<file path="src/rtl/serial_add_if.sv">
// serial_add_if: start/operand/result bundle for the bit-serial adder
interface serial_add_if #(parameter int WIDTH = 3);
  logic start;
  logic sub;
  logic [WIDTH-1:0] a_in;
  logic [WIDTH-1:0] b_in;
  logic cin;
  logic busy;
  logic done;
  logic [WIDTH-1:0] sum_out;
  logic cout;
  logic ovf;
  modport master (output start, sub, a_in, b_in, cin, input busy, done, sum_out, cout, ovf);
  modport slave (input start, sub, a_in, b_in, cin, output busy, done, sum_out, cout, ovf);
endinterface

</file>
<file path="src/rtl/serial_add_ctrl.sv">
// serial_add_ctrl: bit-serial add/subtract sequencer sharing one full_adder cell
module full_adder (
  input  logic a,
  input  logic b,
  input  logic ci,
  output logic s,
  output logic co
);
  assign s  = a ^ b ^ ci;
  assign co = (a & b) | (ci & (a ^ b));
endmodule

module serial_add_ctrl #(
  parameter int WIDTH = 3
) (
  input logic clk,
  input logic rst,
  serial_add_if.slave bus
);
  localparam int IDX_W = $clog2(WIDTH + 1);
  typedef enum logic [1:0] {IDLE, RUN, DONE} state_t;
  state_t state_q, state_d;
  logic [WIDTH-1:0] a_q, a_d, b_q, b_d, sum_q, sum_d, sr_w;
  logic [WIDTH-2:0] sr_q, sr_d;
  logic [IDX_W-1:0] idx_q, idx_d;
  logic c_q, c_d, cout_q, cout_d, ovf_q, ovf_d;
  logic fa_s, fa_co, accept, run, last;
  full_adder u_fa (.a(a_q[idx_q]), .b(b_q[idx_q]), .ci(c_q), .s(fa_s), .co(fa_co));
  always_ff @(posedge clk or posedge rst) begin
    if (rst) begin
      state_q <= IDLE;
      a_q     <= '0;
      b_q     <= '0;
      sr_q    <= '0;
      sum_q   <= '0;
      idx_q   <= '0;
      c_q     <= 1'b0;
      cout_q  <= 1'b0;
      ovf_q   <= 1'b0;
    end else begin
      state_q <= state_d;
      a_q     <= a_d;
      b_q     <= b_d;
      sr_q    <= sr_d;
      sum_q   <= sum_d;
      idx_q   <= idx_d;
      c_q     <= c_d;
      cout_q  <= cout_d;
      ovf_q   <= ovf_d;
    end
  end
  always_comb begin
    accept  = (state_q == IDLE) && bus.start;
    run     = (state_q == RUN);
    last    = (idx_q == IDX_W'(WIDTH - 1));
    state_d = accept ? RUN : (run && last) ? DONE : (state_q == DONE) ? IDLE : state_q;
  end
  // The SR holds the first WIDTH-1 result bits; the final sum bit completes it on the last edge
  always_comb begin
    sr_w   = {fa_s, sr_q};
    a_d    = accept ? bus.a_in : a_q;
    b_d    = accept ? bus.b_in ^ {WIDTH{bus.sub}} : b_q;
    c_d    = accept ? (bus.sub | bus.cin) : run ? fa_co : c_q;
    idx_d  = accept ? '0 : run ? idx_q + IDX_W'(1) : idx_q;
    sr_d   = run ? sr_w[WIDTH-1:1] : sr_q;
    sum_d  = (run && last) ? sr_w : sum_q;
    cout_d = (run && last) ? fa_co : cout_q;
    ovf_d  = (run && last) ? (c_q ^ fa_co) : ovf_q;
  end
  always_comb begin
    bus.busy    = (state_q == RUN);
    bus.done    = (state_q == DONE);
    bus.sum_out = sum_q;
    bus.cout    = cout_q;
    bus.ovf     = ovf_q;
  end
endmodule

</file>
<file path="src/flat_wrapper.sv">
// flat-port wrapper written by rule: the top's interface ports become plain ports
module serial_add_ctrl_flat 
#(
  parameter int WIDTH = 3
)
  (clk, rst, bus_start, bus_sub, bus_a_in, bus_b_in, bus_cin, bus_busy, bus_done, bus_sum_out, bus_cout, bus_ovf);
  serial_add_if #(.WIDTH(WIDTH)) bus_i ();
  input logic clk;
  input logic rst;
  input wire logic [$bits(bus_i.start)-1:0] bus_start;
  input wire logic [$bits(bus_i.sub)-1:0] bus_sub;
  input wire logic [$bits(bus_i.a_in)-1:0] bus_a_in;
  input wire logic [$bits(bus_i.b_in)-1:0] bus_b_in;
  input wire logic [$bits(bus_i.cin)-1:0] bus_cin;
  output wire logic [$bits(bus_i.busy)-1:0] bus_busy;
  output wire logic [$bits(bus_i.done)-1:0] bus_done;
  output wire logic [$bits(bus_i.sum_out)-1:0] bus_sum_out;
  output wire logic [$bits(bus_i.cout)-1:0] bus_cout;
  output wire logic [$bits(bus_i.ovf)-1:0] bus_ovf;
  assign bus_i.start = bus_start;
  assign bus_i.sub = bus_sub;
  assign bus_i.a_in = bus_a_in;
  assign bus_i.b_in = bus_b_in;
  assign bus_i.cin = bus_cin;
  assign bus_busy = bus_i.busy;
  assign bus_done = bus_i.done;
  assign bus_sum_out = bus_i.sum_out;
  assign bus_cout = bus_i.cout;
  assign bus_ovf = bus_i.ovf;
  serial_add_ctrl #(.WIDTH(WIDTH)) u_core (.clk(clk), .rst(rst), .bus(bus_i));
endmodule
</file>
<file path="config.mk">
export PLATFORM = sky130hd
export DESIGN_NAME = serial_add_ctrl_flat
export DESIGN_NICKNAME = d
export VERILOG_FILES = /design/src/rtl/serial_add_if.sv /design/src/rtl/serial_add_ctrl.sv /design/src/flat_wrapper.sv
export SDC_FILE = /design/constraint.sdc
export NUM_CORES = 1
export LEC_CHECK = 0
export BUFFER_PORTS_ARGS = -buffer_cell sky130_fd_sc_hd__buf_2
export CORE_AREA = 2 2 42 44
export DETAILED_ROUTE_END_ITERATION = 6
export DIE_AREA = 0 0 44 46
export GPL_TIMING_DRIVEN = 0
export PLACE_DENSITY = 0.78
export SYNTH_ARGS = -nofsm -noshare
export SYNTH_HDL_FRONTEND = slang
export SYNTH_SLANG_ARGS = --single-unit
</file>
<file path="constraint.sdc">
create_clock -name clk -period 5.35 [get_ports clk]
set_input_delay 0.8025 -clock clk [delete_from_list [all_inputs] [get_ports clk]]
set_output_delay 0.8025 -clock clk [all_outputs]
set_load 0.01 [all_outputs]
</file>
==> flow_summary.toml, run 1 <==
[die]
std_cell_rows = 15
start_util_pct = 51.6
fp.dieH_um = 46
die-area_um2 = 2020
core_um2 = 1610
io_pins = 18
die_x_um = 44

[synth]
postSynthAreaPerCell_um2 = 11.7
ys_seq_area_share_pct = 54.1
yosysUniqueCellTypes = 19
netlist_instances = 71
synth.top_cell.area_share_pct = 54.1
synth_top_cell_by_area = "dfrtp_1"
yosysWarnings = 0
syn-num-nets = 84
syn_area_um2 = 833
synthTopCellsByArea = "dfrtp_1, mux2_2, xnor2_1"
ys_seq_elements = 18

[worst_hold_path]
worstHoldStart = "u_core.bus.ovf"
hold_end = "u_core.bus.ovf"
hold_path_class = "reg -> reg"
min_path_cells = 2

[place]
dp_cells = 105
globalplace.congestion = 0.740
place_hpwl_um = 968
portBuffers = 17
place_ws_ns = 3.52

[clocking]
numCtsBuffers = 3
hold_buffers = 0
ctsResizeCount = 0
clock_sinks = 18
cts_tree = "built"
post_cts_buffers = 0
cts_root_buf = "clkbuf_4"
clock_path_buffers = 2
insertion_delay_ns = 0.29
htreeDepth = 1
clk_pin_slew_ns = 0.09

[global_routing]
grt_pass1_wl_um = 2010
antenna_found_initial = 0
grt_max_degree = 19
overflow = 0
track_usage_pct = 13.9
grt_pass1_vias = 472

[setup_path]
ff2ff_path_depth = 5
cp_cell_sequence = "nand2b_1 > inv_1 > buf_2"
required_ns = 4.55
crit_family = "flip-flops"
path_max_fanout = 7
r2r-end = "u_core.sr_q[1]"
crit_slowest_cell = "dfrtp_1"
slowest_delay_ns = 0.48
cp.arrival_ns = 1.28
cp-start-kind = "flop"
cp-end-kind = "output pin"
ff2ff_setup_slack_ns = 3.50
worstSetupPathType = "reg -> out"
crit_buf_inv = 2
r2r-start = "u_core.idx_q[0]"

[detailed_routing]
routedWlPerCell_um = 11.8
drt_pass1_iterations = 4
drcViolationCount = 0
ant_nets = 0
drt_iter0_drc = 7
routed_wl_um = 1280
detail_route.vias_per_cell = 5.30
vias = 572

[cells_and_area]
nets = 106
drive_above_1_share_pct = 34.1
diodes = 0
synthToLayoutAreaGrowth_pct = 15.5
stdcell_count = 108

[run]
max_cap_violations = 0

[pwr]
irDropWorstVdd_v = 0.000327
p_leak_nw = 0.454
powerDensity_nw_per_um2 = 618

[timing]
finalWorstSetupSlack_ns = 3.27
post-route-period-util_pct = 38.9
maxSlewHeadroom_pct = 55.0
fmax_mhz = 481
fin_crit_ns = 2.08
setup-tns-final_ns = 0
report.final.slew_viol_count = 0
finalClockSkew_ns = 0.00651
timing.hold.ws_ns = 0.483
hold_viol_final = 0
setup_viol = 0
grt_setup_unrepaired = "no"
tightest_slew_ns = 0.675

[run_status]
status = "finished clean"
[power by group]
part	internal (mW)	leakage [nW]	switching (mW)
Combinational	0.144	0.229	0.137
Sequential	0.206	0.211	0.0432
Clock	0.0262	0.0138	0.0379
Total	0.376	0.454	0.218
[layout make-up]
cell class | instances | area [um^2]
Inverter | 5 | 18.8
Buffer | 2 | 15.0
Tap cell | 17 | 21.3
Fill cell | 131 | 652
Clock buffer | 3 | 22.5
Sequential cell | 18 | 450
Multi-Input combinational cell | 46 | 349
Timing Repair Buffer | 17 | 85.1
[registers in the layout (all words and copies together) (netlist names), 2 cells and up]
register / cells
u_core.a_q: 3
u_core.sr_q: 2
u_core.b_q: 3
u_core.bus.sum_out: 3
u_core.state_q: 2
u_core.idx_q: 2
[logic make-up after synthesis]
| group | count (synthesis) | synth area share, % |
|---|---|---|
| flops | 18 | 54.1 |
| simple gates | 15 | 10.1 |
| compound gates | 14 | 9.16 |
| mux | 11 | 14.6 |
| buf+inv | 7 | 4.05 |
| xor+xnor | 4 | 4.20 |
| fa+ha+maj | 2 | 3.90 |
[worst reg2reg max path, delay by kind of cell (launching register included)]
kind,cells,cell delay (ns)
fa+ha+maj,1,0.50
mux,2,0.52
buf+inv,1,0.27
compound gates,1,0.11
flops,1,0.34
[cell usage after synthesis]
| master | instances |
|---|---|
| clkbuf_1 | 1 |
| dfrtp_1 | 18 |
| mux2i_1 | 2 |
| inv_1 | 5 |
| o21bai_1 | 1 |
| or4b_1 | 1 |
| ha_1 | 1 |
| buf_6 | 1 |
| nand2b_1 | 1 |
| o21ai_0 | 4 |
| nand2_1 | 5 |
| fa_1 | 1 |
| mux2_2 | 9 |
| nand3b_1 | 1 |
| nor2_1 | 6 |
| a21oi_1 | 6 |
| o22ai_1 | 3 |
| nor3b_4 | 1 |
| xnor2_1 | 4 |
[metrics by stage]
step                util [%]  power [mW]  cell area [um^2]
global route            59.6       0.645               962
global placement        58.2       0.526               940
CTS                     59.6       0.601               962
floorplan                  -       0.460               833
finish                  59.6       0.594               962
detailed placement      58.2       0.534               940
[worst max path at each step]
stage,cells after the start,endpoint,from,slack [ns]
after floorplan,5,u_core.bus.sum_out[2],u_core.idx_q[0],3.67
after global placement,5,u_core.bus.sum_out[2],u_core.idx_q[0],3.53
after detailed placement,5,u_core.sr_q[1],u_core.idx_q[0],3.52
after CTS,3,bus_busy,u_core.state_q[1],3.26
after global routing,3,bus_busy,u_core.state_q[1],3.14
final,3,bus_busy,u_core.state_q[1],3.27
[cells in the final DEF (no fill, tap or decap)]
cell type and instances:
a21oi_1 6, buf_2 17, buf_6 1, clkbuf_1 1
clkbuf_4 3, dfrtp_1 18, fa_1 1, ha_1 1
inv_1 5, mux2_2 9, mux2i_1 2, nand2_1 5
nand2b_1 1, nand3b_1 1, nor2_1 6, nor3b_4 1
o21ai_0 4, o21bai_1 1, o22ai_1 3, or4b_1 1
xnor2_1 4
[layer usage]
metal | routed length [um] | up-vias | track usage [%]
li1 | - | 285 | -
met1 | 591 | 272 | 19.4
met2 | 605 | 11 | 19.4
met3 | 50 | 4 | 1.98
met4 | 31 | 0 | 10.9
met5 | 0 | - | 0
No activity file was read; power rests on OpenSTA's default activity.
==> run 2, diff against run 1 <==
--- a/config.mk
+++ b/config.mk
@@ -5,12 +5,13 @@
 export SDC_FILE = /design/constraint.sdc
 export NUM_CORES = 1
 export LEC_CHECK = 0
+export ABC_AREA = 1
 export BUFFER_PORTS_ARGS = -buffer_cell sky130_fd_sc_hd__buf_2
-export CORE_AREA = 2 2 42 44
+export CORE_AREA = 2 2 47 49
 export DETAILED_ROUTE_END_ITERATION = 6
-export DIE_AREA = 0 0 44 46
+export DIE_AREA = 0 0 49 51
 export GPL_TIMING_DRIVEN = 0
-export PLACE_DENSITY = 0.78
+export PLACE_DENSITY = 0.67
 export SYNTH_ARGS = -nofsm -noshare
 export SYNTH_HDL_FRONTEND = slang
 export SYNTH_SLANG_ARGS = --single-unit
==> constraint.sdc (replaced) <==
create_clock -name clk -period 1.8 [get_ports clk]
set_input_delay 0.27 -clock clk [delete_from_list [all_inputs] [get_ports clk]]
set_output_delay 0.27 -clock clk [all_outputs]
set_load 0.01 [all_outputs]
==> flow_summary.toml, run 2 <==
[synth]
synthMostInstantiatedCell = "nand2_1"
postSynthAreaPerCell_um2 = 9.22
synth_top_cell_by_area = "dfrtp_1"
yosysWarnings = 0
yosysUniqueCellTypes = 17
syn-num-nets = 106
synth.top_cell.area_share_pct = 52.6
synthTopCellsByArea = "dfrtp_1, nand2_1, o21ai_0"
synth_edf_count = 0
ys_top_cells_by_count = "nand2_1, dfrtp_1, inv_1, o21ai_0, nand3_1"
syn_area_um2 = 857
async_flop_share_pct = 100
ys_seq_area_share_pct = 52.6
netlist_instances = 93
synth_ff_type = "dfrtp_1"
ys_seq_elements = 18

[place]
place_hpwl_um = 1130
globalplace.congestion = 0.778
portBuffers = 17
dp_cells = 138

[timing]
fin_crit_ns = 1.65
post-route-period-util_pct = 91.4
hold_viol_final = 0
report.final.slew_viol_count = 0
finalClockSkew_ns = 0.00367
setup-tns-final_ns = 0
fmax_mhz = 608
maxSlewHeadroom_pct = 56.5
grt_setup_unrepaired = "no"
tightest_slew_ns = 0.652
setup_viol = 0

[detailed_routing]
drt_iter0_drc = 7
ant_nets = 0
detail_route.vias_per_cell = 4.65
vias = 661
drt_pass1_iterations = 4
routedWlPerCell_um = 10.3
routed_wl_um = 1470
drcViolationCount = 0

[cells_and_area]
nets = 128
stdcell_count = 142
diodes = 0
drive_above_1_share_pct = 28.1
final_common_cell = "nand2_1"
final_cell_mix = "nand2_1, dfrtp_1, buf_2, inv_1, o21ai_0"
synthToLayoutAreaGrowth_pct = 18.2

[clocking]
insertion_delay_ns = 0.30
clock_path_buffers = 2
post_cts_buffers = 0
ctsResizeCount = 0
numCtsBuffers = 3
cts_root_buf = "clkbuf_4"
clock_sinks = 18
htreeDepth = 1
cts_tree = "built"
hold_buffers = 0
clk_pin_slew_ns = 0.10

[setup_path]
crit_slowest_cell = "dfrtp_1"
required_ns = 2.00
crit_buf_inv = 2
crit_top_cell = "nand2_1"
cp.arrival_ns = 1.84
path_max_fanout = 6
cp_cell_sequence = "inv_1 > nor2_1 > nor2_1 > o21ai_0 > nand2_1 > fa_1 > inv_1 > nand2_1 > nand3_1 > nand2_1"
slowest_delay_ns = 0.40
crit_family = "simple AND/OR/NAND/NOR gates"
cp-end-kind = "flop"
worstSetupPathType = "reg -> reg"
cp-start-kind = "flop"

[pwr]
irDropWorstVdd_v = 0.000665
pwr-share-comb_pct = 45.7
powerDensity_nw_per_um2 = 1750
intPower_mw = 1.02
p_leak_nw = 0.545
switching_share_pct = 42.3
p_sw_mw = 0.751
clock_power_share_pct = 14.0
seqPwrFrac_pct = 40.3

[die]
start_util_pct = 41.5
die-area_um2 = 2500
fp.dieH_um = 51
die_x_um = 49
std_cell_rows = 17
io_pins = 18
core_um2 = 2060

[global_routing]
antenna_found_initial = 0
grt_pass1_vias = 684
grt_max_degree = 19
overflow = 0
grt_pass1_wl_um = 2780
track_usage_pct = 14.8

[run]
max_cap_violations = 0

[run_status]
status = "finished clean"

[worst_hold_path]
hold_path_class = "in -> async"
## run 2: cell types whose count changed after synthesis, sizes merged, moves of 6 or more
cell,previous run,this run
mux2,9,0
nand2,5,28
nand3,0,6
inv,5,12
o21ai,4,14
## run 2: stage by stage
stage          worst slack [ns]  power [mW]  instance area, um^2  hold slack, ns  utilization, %
6_report                  0.155        1.77                 1010          0.0443            49.1
3_3_place_gp              0.233        1.51                  977           0.403            47.4
5_1_grt                  0.0309        1.97                 1010           0.124            49.1
3_5_place_dp              0.182        1.55                  977           0.408            47.4
4_1_cts                   0.160        1.80                 1010          0.0763            49.1
2_1_floorplan             0.348        1.33                  857           0.209               -
## run 2: cells by family after synthesis
kind of cell / count (synthesis) / synth area share [%]
AOI/OAI and AO/OA: 17 / 11.7
xor gates and xnor gates: 4 / 4.09
buffers and inverters: 12 / 5.55
adders and majority gates: 2 / 3.80
DFF: 18 / 52.6
and+or+nand+nor: 40 / 22.3
## run 2: routing by layer
layer	part of all wire (%)	global-route usage, %	vias to the layer above
met3	5.2	4.09	4
met4	1.6	7.14	0
li1	-	-	336
met5	0	0	-
met1	45	15.6	302
met2	48	27.2	19
## run 2: power groups by stage
stage          clock network (mW)  registers (mW)  logic [mW]
5_1_grt                     0.279           0.743       0.949
4_1_cts                     0.258           0.714       0.830
3_5_place_dp                    0           0.722       0.823
3_3_place_gp                    0           0.713       0.793
6_report                    0.248           0.714       0.811
2_1_floorplan                   0           0.721       0.611
## run 2: final timing paths
path | start | to | slack, ns | cells after the start
max | u_core.idx_q[0] | u_core.c_q | 0.15 | 10
min | rst | u_core.bus.cout | 0.04 | 2
max reg2reg | u_core.idx_q[0] | u_core.c_q | 0.15 | 10
min reg2reg | u_core.bus.sum_out[0] | u_core.bus.sum_out[0] | 0.48 | 2
max in group asynchronous | rst | u_core.idx_q[1] | 1.34 | 2
min in group clk | bus_a_in[0] | u_core.a_q[0] | 0.16 | 3
## run 2: final cells by class
type,instances,area (um^2)
repair buffers,17,85.1
flip-flops and latches,18,450
well taps,28,35.0
fillers,214,1050
clock buffers,4,36.3
multi-input cells,63,359
inverters,12,47.5
==> run 3, diff against run 2 <==
--- a/config.mk
+++ b/config.mk
@@ -7,11 +7,14 @@
 export LEC_CHECK = 0
 export ABC_AREA = 1
 export BUFFER_PORTS_ARGS = -buffer_cell sky130_fd_sc_hd__buf_2
-export CORE_AREA = 2 2 47 49
+export CELL_PAD_IN_SITES_DETAIL_PLACEMENT = 0
+export CELL_PAD_IN_SITES_GLOBAL_PLACEMENT = 2
+export CORE_AREA = 2 2 59 61
 export DETAILED_ROUTE_END_ITERATION = 6
-export DIE_AREA = 0 0 49 51
+export DIE_AREA = 0 0 61 63
 export GPL_TIMING_DRIVEN = 0
-export PLACE_DENSITY = 0.67
+export PLACE_DENSITY = 0.68
+export SETUP_SLACK_MARGIN = 0.5
 export SYNTH_ARGS = -nofsm -noshare
 export SYNTH_HDL_FRONTEND = slang
 export SYNTH_SLANG_ARGS = --single-unit
==> flow_summary.toml, run 3 (synthesized netlist as in run 2, its figures left out) <==
[place]
place_ws_ns = 0.251
place_hpwl_um = 1220
globalplace.congestion = 0.671
dpl_cell_area_um2 = 1000
portBuffers = 17

[pwr]
seqPwrFrac_pct = 35.2
p_sw_mw = 0.861
switching_share_pct = 42.1
powerDensity_nw_per_um2 = 1830
irDropWorstVdd_v = 0.000553
pwr-share-comb_pct = 51.8
intPower_mw = 1.18
clock_power_share_pct = 13.0
p_leak_nw = 0.579

[timing]
fin_crit_ns = 1.53
report.final.slew_viol_count = 0
finalWorstSetupSlack_ns = 0.267
tightest_slew_ns = 0.681
setup_viol = 0
post-route-period-util_pct = 85.2
hold_viol_final = 0
maxSlewHeadroom_pct = 54.5
finalClockSkew_ns = 0.00381
setup-tns-final_ns = 0
grt_setup_unrepaired = "yes"
fmax_mhz = 652

[detailed_routing]
drt_iter0_drc = 16
vias = 690
drt_pass1_iterations = 4
detail_route.vias_per_cell = 4.13
drcViolationCount = 0
routed_wl_um = 1720
ant_nets = 0
routedWlPerCell_um = 10.3

[run_status]
status = "finished clean"

[clocking]
clock_path_buffers = 2
numCtsBuffers = 3
hold_buffers = 0
cts_root_buf = "clkbuf_4"
insertion_delay_ns = 0.31
clk_pin_slew_ns = 0.11
htreeDepth = 1
clock_sinks = 18
cts_tree = "built"

[global_routing]
grtUsageMet1_pct = 12.7
grt_max_degree = 19
track_usage_pct = 10.3
overflow = 0
grt_busiest_layer = "met2"
grt_pass1_wl_um = 2820
antenna_found_initial = 0
met2_usage_pct = 15.5
grtUsageMet3_pct = 2.48
grt_pass1_vias = 618

[setup_path]
path_max_fanout = 3
r2r-end = "u_core.sr_q[1]"
worstSetupPathType = "reg -> reg"
ff2ff_path_depth = 6
cp-start-kind = "flop"
r2r-start = "u_core.idx_q[0]"
endpoint = "u_core.sr_q[1]"
ff2ff_setup_slack_ns = 0.27
required_ns = 2.05
critPathLaunch = "u_core.idx_q[0]"
cp-end-kind = "flop"
cp.arrival_ns = 1.78

[run]
max_cap_violations = 0

[die]
start_util_pct = 26.5
die_x_um = 61
std_cell_rows = 21
io_pins = 18
fp.dieH_um = 63
die-area_um2 = 3840
core_um2 = 3230

[cells_and_area]
final_common_cell = "nand2_1"
synthToLayoutAreaGrowth_pct = 30.4
nets = 135
diodes = 0
final_cell_mix = "nand2_1, dfrtp_1, buf_2, inv_2"
drive_above_1_share_pct = 41.3
fillCellCount = 351
final_area_um2 = 1120

[worst_hold_path]
hold_path_class = "in -> async"
-- run 3: cell count changes in the layout (fill, tap and decap cells not counted), moves of 2 or more --
cell / before / now
buf_4: 0 / 6
inv_2: 2 / 7
o21ai_0: 7 / 4
o21ai_1: 3 / 5
inv_1: 9 / 4
-- run 3: cell type report --
| class | instances | area [um^2] | share of cell area (%) |
|---|---|---|---|
| flip-flops and latches | 18 | 452 | 40.4 |
| multi-input cells | 63 | 379 | 33.9 |
| repair buffers | 23 | 136 | 12.2 |
| well taps | 46 | 57.6 | 5.15 |
| inverters | 12 | 50.0 | 4.48 |
| clock buffers | 4 | 36.3 | 3.25 |
| repair inverters | 1 | 6.26 | 0.560 |
-- run 3: critical path, stage by stage (launching register included) --
cell and delay (ns):
dfrtp_1 0.42, buf_4 0.14, o21ai_0 0.13, nand2_1 0.09
fa_2 0.53, inv_2 0.05, o21ai_2 0.10
-- run 3: power by group through the flow --
stage | sequential (mW) | combinational (mW) | clock [mW]
5_1_grt | 0.741 | 1.21 | 0.286
4_1_cts | 0.721 | 0.973 | 0.273
3_5_place_dp | 0.728 | 0.869 | 0
3_3_place_gp | 0.721 | 0.855 | 0
2_1_floorplan | 0.725 | 0.653 | 0
6_report | 0.718 | 1.06 | 0.265
-- run 3: how the worst min path moves through the flow --
| stage | start | end | slack, ns | cells after the start |
|---|---|---|---|---|
| 2_1_floorplan | rst | u_core.a_q[0] | 0.21 | 1 |
| 3_3_place_gp | rst | u_core.a_q[1] | 0.42 | 2 |
| 3_5_place_dp | rst | u_core.a_q[1] | 0.43 | 2 |
| 4_1_cts | rst | u_core.a_q[1] | 0.08 | 2 |
| 5_1_grt | rst | u_core.bus.ovf | 0.11 | 2 |
| 6_report | rst | u_core.a_q[1] | 0.04 | 2 |
-- run 3: timing repair --
action,CTS,global route
gates resized for setup,4,7
setup buffers,4,2
setup endpoints to repair,6,11
gates cloned,1,0
pin swaps,3,5
-- run 3: stage by stage --
| stage | utilization (%) | cells | power, mW | hold slack (ns) |
|---|---|---|---|---|
| final | 34.6 | 167 | 2.04 | 0.0386 |
| after CTS | 33.4 | 165 | 1.97 | 0.0831 |
| after global routing | 34.6 | 167 | 2.23 | 0.110 |
| after global placement | 31.0 | 156 | 1.58 | 0.423 |
| after floorplan | - | 93 | 1.38 | 0.209 |
| after detailed placement | 31.0 | 156 | 1.60 | 0.430 |
-- run 3: per-layer routing --
layer	vias to the layer above	share of wire (%)
li1	353	-
met3	5	4.5
met2	17	47
met1	315	46
met4	0	2.8
met5	-	0
